==> config.mk <==
export PLATFORM = sky130hd
export DESIGN_NAME = seg_pipe_adder
export DESIGN_NICKNAME = d
export VERILOG_FILES = /design/src/rtl/seg_pipe_adder.sv
export SDC_FILE = /design/constraint.sdc
export NUM_CORES = 1
export LEC_CHECK = 0
export CAP_MARGIN = 20
export CELL_PAD_IN_SITES_DETAIL_PLACEMENT = 2
export CELL_PAD_IN_SITES_GLOBAL_PLACEMENT = 2
export CORE_MARGIN = 2
export CORE_UTILIZATION = 30
export DETAILED_ROUTE_END_ITERATION = 6
export PLACE_DENSITY = 0.74
export SKIP_LAST_GASP = 1
export SLEW_MARGIN = 20
export SYNTH_ARGS = -nofsm -noshare
export SYNTH_HDL_FRONTEND = slang
export SYNTH_SLANG_ARGS = --single-unit
==> constraint.sdc <==
create_clock -name clk -period 3.9 [get_ports clk]
set_clock_uncertainty 0.1 [all_clocks]
set_input_delay 0.78 -clock clk [delete_from_list [all_inputs] [get_ports clk]]
set_output_delay 0.78 -clock clk [all_outputs]
set_load 0.005 [all_outputs]
==> src/rtl/seg_pipe_adder.sv <==
// Pipelined WIDTH-bit add/subtract, one SEG_W segment per stage; latency NSEG accepted-to-valid.
// Backpressure: all stages advance together only when the output is empty or being consumed.
module seg_pipe_adder #(
    parameter int SEG_W = 8,
    parameter int NSEG  = 3
) (
    input  logic                     clk,
    input  logic                     rst,
    input  logic                     in_valid,
    output logic                     in_ready,
    input  logic [SEG_W*NSEG-1:0]    a,
    input  logic [SEG_W*NSEG-1:0]    b,
    input  logic                     c0,
    input  logic                     sub,
    output logic                     out_valid,
    input  logic                     out_ready,
    output logic [SEG_W*NSEG-1:0]    s,
    output logic                     cout,
    output logic                     sx,
    output logic                     zero
);
    localparam int WIDTH = SEG_W * NSEG;
    localparam int LAST  = NSEG - 1;

    logic             w_en;
    logic [WIDTH-1:0] w_b_eff;
    logic             w_cin;

    assign w_en     = !out_valid || out_ready;
    assign in_ready = w_en;
    assign w_b_eff  = sub ? ~b : b;
    assign w_cin    = sub | c0;

    genvar k;
    generate
        for (k = 0; k < NSEG; k++) begin : g_st
            localparam int LO = k * SEG_W;
            // Operand bits entering this stage: only the segments not yet added.
            localparam int IW = WIDTH - LO;

            logic [IW-1:0]         w_a;
            logic [IW-1:0]         w_b;
            logic                  w_ci;
            logic                  w_vi;
            logic [SEG_W-1:0]      w_seg;
            logic                  w_co;
            logic [LO+SEG_W-1:0]   w_so;

            logic                  r_vld;
            logic                  r_c;
            logic [LO+SEG_W-1:0]   r_s;

            if (k == 0) begin : g_head
                assign w_a  = a;
                assign w_b  = w_b_eff;
                assign w_ci = w_cin;
                assign w_vi = in_valid;
                assign w_so = w_seg;
            end else begin : g_chain
                assign w_a  = g_st[k-1].g_fwd.r_a;
                assign w_b  = g_st[k-1].g_fwd.r_b;
                assign w_ci = g_st[k-1].r_c;
                assign w_vi = g_st[k-1].r_vld;
                assign w_so = {w_seg, g_st[k-1].r_s};
            end

            assign {w_co, w_seg} = {1'b0, w_a[SEG_W-1:0]} + {1'b0, w_b[SEG_W-1:0]}
                                 + {{SEG_W{1'b0}}, w_ci};

            always_ff @(posedge clk or posedge rst) begin
                if (rst) begin
                    r_vld <= 1'b0;
                    r_c   <= 1'b0;
                    r_s   <= '0;
                end else if (w_en) begin
                    r_vld <= w_vi;
                    r_c   <= w_co;
                    r_s   <= w_so;
                end
            end

            if (k < LAST) begin : g_fwd
                logic [IW-SEG_W-1:0] r_a;
                logic [IW-SEG_W-1:0] r_b;

                always_ff @(posedge clk or posedge rst) begin
                    if (rst) begin
                        r_a <= '0;
                        r_b <= '0;
                    end else if (w_en) begin
                        r_a <= w_a[IW-1:SEG_W];
                        r_b <= w_b[IW-1:SEG_W];
                    end
                end
            end else begin : g_out
                logic w_cmsb;
                logic r_sx;
                logic r_zero;

                // Carry into the MSB recovered from the MSB's own sum bit.
                assign w_cmsb = w_a[SEG_W-1] ^ w_b[SEG_W-1] ^ w_seg[SEG_W-1];

                always_ff @(posedge clk or posedge rst) begin
                    if (rst) begin
                        r_sx   <= 1'b0;
                        r_zero <= 1'b0;
                    end else if (w_en) begin
                        r_sx   <= w_cmsb ^ w_co;
                        r_zero <= (w_so == '0);
                    end
                end
            end
        end
    endgenerate

    assign out_valid = g_st[LAST].r_vld;
    assign s         = g_st[LAST].r_s;
    assign cout      = g_st[LAST].r_c;
    assign sx        = g_st[LAST].g_out.r_sx;
    assign zero      = g_st[LAST].g_out.r_zero;

endmodule
==> summary.txt <==
Final layout
  – Fin util: 0.385
  – Design area: between 6000 and 7000 sq um
  – Antenna cells: 0
  – Layout Nets: around 700
  – Area grow syn2layout: 26.6%
  – Share of layout cells above drive strength 1: 0.0495

Detailed routing
  – Wirelength per Cell: approximately 16 um
  – Detailed Routing Iterations Pass 1: 4
  – Total Wirelength: between 10 and 15 mm
  – Vias/cell: 4.58
  – DRC: 0
  – Post-route antenna net violation count: 0
  – DR iter-0 viols: 171
  – Via count: slightly below 4000

Timing
  – Worst Tran Pin Value: approximately 0.83 ns
  – Slew HR: 0.445
  – Max Clk Rate: 0.299 GHz
  – Fin. Hold Viols: 0
  – Final setup viols: 0
  – RSZ-0062 raised after global routing: false
  – Final slew viol count: 0
  – Final Cycle Share: 0.859
  – WHS: 0.371 ns
  – Minimum clock period: ~3.3 ns
  – Fin worst setup slack: 0.550 ns
  – Sum Neg Setup Slack: 0 ns

CTS
  – Resized cells post-CTS: 0
  – Maximum clock insertion buffer count: 2
  – Hold-fix buffers, CTS: 0
  – TritonCTS Sinks: 104
  – CTS tree: built
  – H-tree level count: 3
  – Setup Fix Bufs, Post-CTS: 0
  – Root buffer cell: clkbuf_16
  – Clk slew on worst S/H paths: 0.06 ns
  – Total CTS buffers: 9
  – Clk_lat worst skew: 0.35 ns

Die
  – Initial Util: 0.304
  – FP Rows: 47
  – Core ar.: between 15000 and 20000 sq um
  – Die Y: approximately 130 um
  – Die Span X: 133 um
  – Die ar.: roughly 18000 sq um
  – I/O Pins: 83

Yosys
  – Yosys warnings: 0
  – Commonest cells post-synth: nand2_1 (224), dfrtp_1 (104), o21ai_0 (30)
  – Main combinational cell family by area after synthesis: simple AND/OR/NAND/NOR gates
  – Post-synthesis simple-gate area fraction: 0.209
  – Post-synthesis area per instance: 9.13 sq um
  – Syn Nets: around 630
  – Synthesized cell area: around 5000 sq um
  – Most frequent cell after synthesis: nand2_1
  – Post-synth EDFFs: 0
  – Netlist cell types: 38
  – Adder-cell share of the synthesized area: 0.0765
  – Post-synth ARST share: 1.00
  – Sequential area share after synthesis: 0.520
  – Area fraction in compound gates after synthesis: 0.0905
  – Yosys reg bits: 104
  – Ys flop type: dfrtp_1
  – Multiplexer share of the synthesized area: 0.00450
  – Post-Syn Instances: between 500 and 600
  – Post-synthesis xor/xnor area fraction: 0.0700
  – Synth area leader: dfrtp_1
  – Share of the synthesized area in the top cell type: 0.520
  – Area contributors post-synth: dfrtp_1 (52%), nand2_1 (17%), ha_1 (5.3%), xnor2_1 (4.4%), o21ai_0 (3.0%)

Pwr
  – IR drop worst, VDD: about 0.24 mV
  – Pwr/cell area: 711 nW/um^2
  – LEAKAGE: just under 3 nW

Worst setup path
  – Cells along the critical path: clkdlybuf4s50_1, or2_2, fa_1, fa_1, a21o_1, a21oi_1, o21ai_0, and3b_1, o21ai_0, a31oi_1
  – CP arrival: 3.46 ns
  – Slowest CP cell: clkdlybuf4s50_1
  – CP peak stage delay: 0.46 ns
  – Critical Path RT: between 4 and 5 ns
  – Critical path class: in2reg
  – CP Capture Type: flop
  – Worst Path Max Fanout: 4
  – Critical Path Source Type: input pin

Global routing
  – Total track usage: 0.157
  – Number of global-route vias before repair: 4395
  – First-pass GRT wire length: approximately 22 mm
  – Grt ovf: 0
  – Antenna violations before repair: 0
  – GR peak layer: met2
  – Met1 usage: 0.208
  – Largest net degree at the start of global routing: 116
  – Met2 Usage GRT: 0.266
  – Met3 Use GR: 0.0263

Placed design
  – Setup WS pre-CTS: about 0.21 ns
  – IO Port Bufs: between 80 and 90
  – Dpl hpwl: approximately 9.9 mm
  – Placed inst area: 6060 sq um
  – Gp weighted congestion: 0.816

Flow run
  – Maxcap violations: 0

Run status
  – Status: finished clean

Worst hold path
  – Hold Path Class: reg2reg
==> cells by family (layout without fill, tap and decap cells) <==
| group | Yosys count | in the layout |
|---|---|---|
| adders and majority gates | 27 | 27 |
| and+or+nand+nor | 265 | 265 |
| buffers and inverters | 37 | 115 |
| DFF | 104 | 104 |
| AOI/OAI and AO/OA | 73 | 73 |
| muxes | 2 | 2 |
| xor gates and xnor gates | 40 | 40 |
==> sequential cells by signal, summed over array words and instances, names as in the netlist <==
name            count
zero                1
g_st.g_fwd.r_b     24
g_st.r_vld          2
g_st.r_s           24
g_st.r_c            2
s                  24
g_st.g_fwd.r_a     24
sx                  1
out_valid           1
cout                1
==> metrics by stage <==
step | power (mW) | std cells
final | 4.50 | 846
after global placement | 3.59 | 831
after CTS | 4.59 | 846
after detailed placement | 3.73 | 831
after floorplan | 2.90 | 548
after global routing | 4.90 | 846
==> worst max-delay path: cells and delay by family <==
family	cells	cell delay (ns)
AO/OA/AOI/OAI	5	0.85
adder cells (fa/ha/maj)	2	0.85
AND/OR/NAND/NOR	2	0.51
buffers and inverters	1	0.46
==> placed cells by master, fill, tap and decap left out, types with 2 or more instances in the layout <==
master / count
clkbuf_1: 4
inv_1: 10
fa_1: 6
xor2_1: 15
clkbuf_16: 9
nand2_1: 224
o21ai_0: 30
clkbuf_8: 2
a21oi_1: 13
a211oi_1: 2
nor4_1: 5
dfrtp_1: 104
nor2_1: 20
ha_1: 21
o31ai_1: 2
o21bai_1: 4
xnor2_1: 25
a21o_1: 4
o21ai_1: 5
buf_4: 4
o21a_1: 2
a31oi_1: 4
nor3_1: 4
a21oi_2: 3
mux2_2: 2
nand2b_1: 3
clkdlybuf4s50_1: 82
==> routing by layer <==
metal,vias to the layer above,part of all wire
met5,-,0
met4,0,0.012
met3,9,0.028
met2,61,0.48
met1,1901,0.48
li1,1905,-
==> final cells by class <==
class	count	area, sq um
inverters	12	47.5
flip-flops and latches	104	2600
repair buffers	88	882
fillers	1826	10100
well taps	220	275
clock buffers	15	268
multi-input cells	407	2260
==> power breakdown <==
part | internal [mW] | switching [mW] | total [mW]
clock | 0.466 | 0.378 | 0.844
combinational | 0.867 | 0.990 | 1.86
sequential | 1.50 | 0.299 | 1.80
==> path summary, 6_finish.rpt <==
path	startpoint	endpoint	slack (ns)	depth (start not counted)
worst max-delay path	sub	g_st[0].r_c	0.55	10
worst max register to register	g_st[1].r_c	sx	1.13	8
max in group asynchronous	rst	s[4]	2.11	3
worst min register to register	s[9]	s[9]	0.37	2
worst min-delay path	s[9]	s[9]	0.37	2
min in group asynchronous	rst	s[17]	0.80	2
Note: power is estimated with default switching activity, not from simulation.
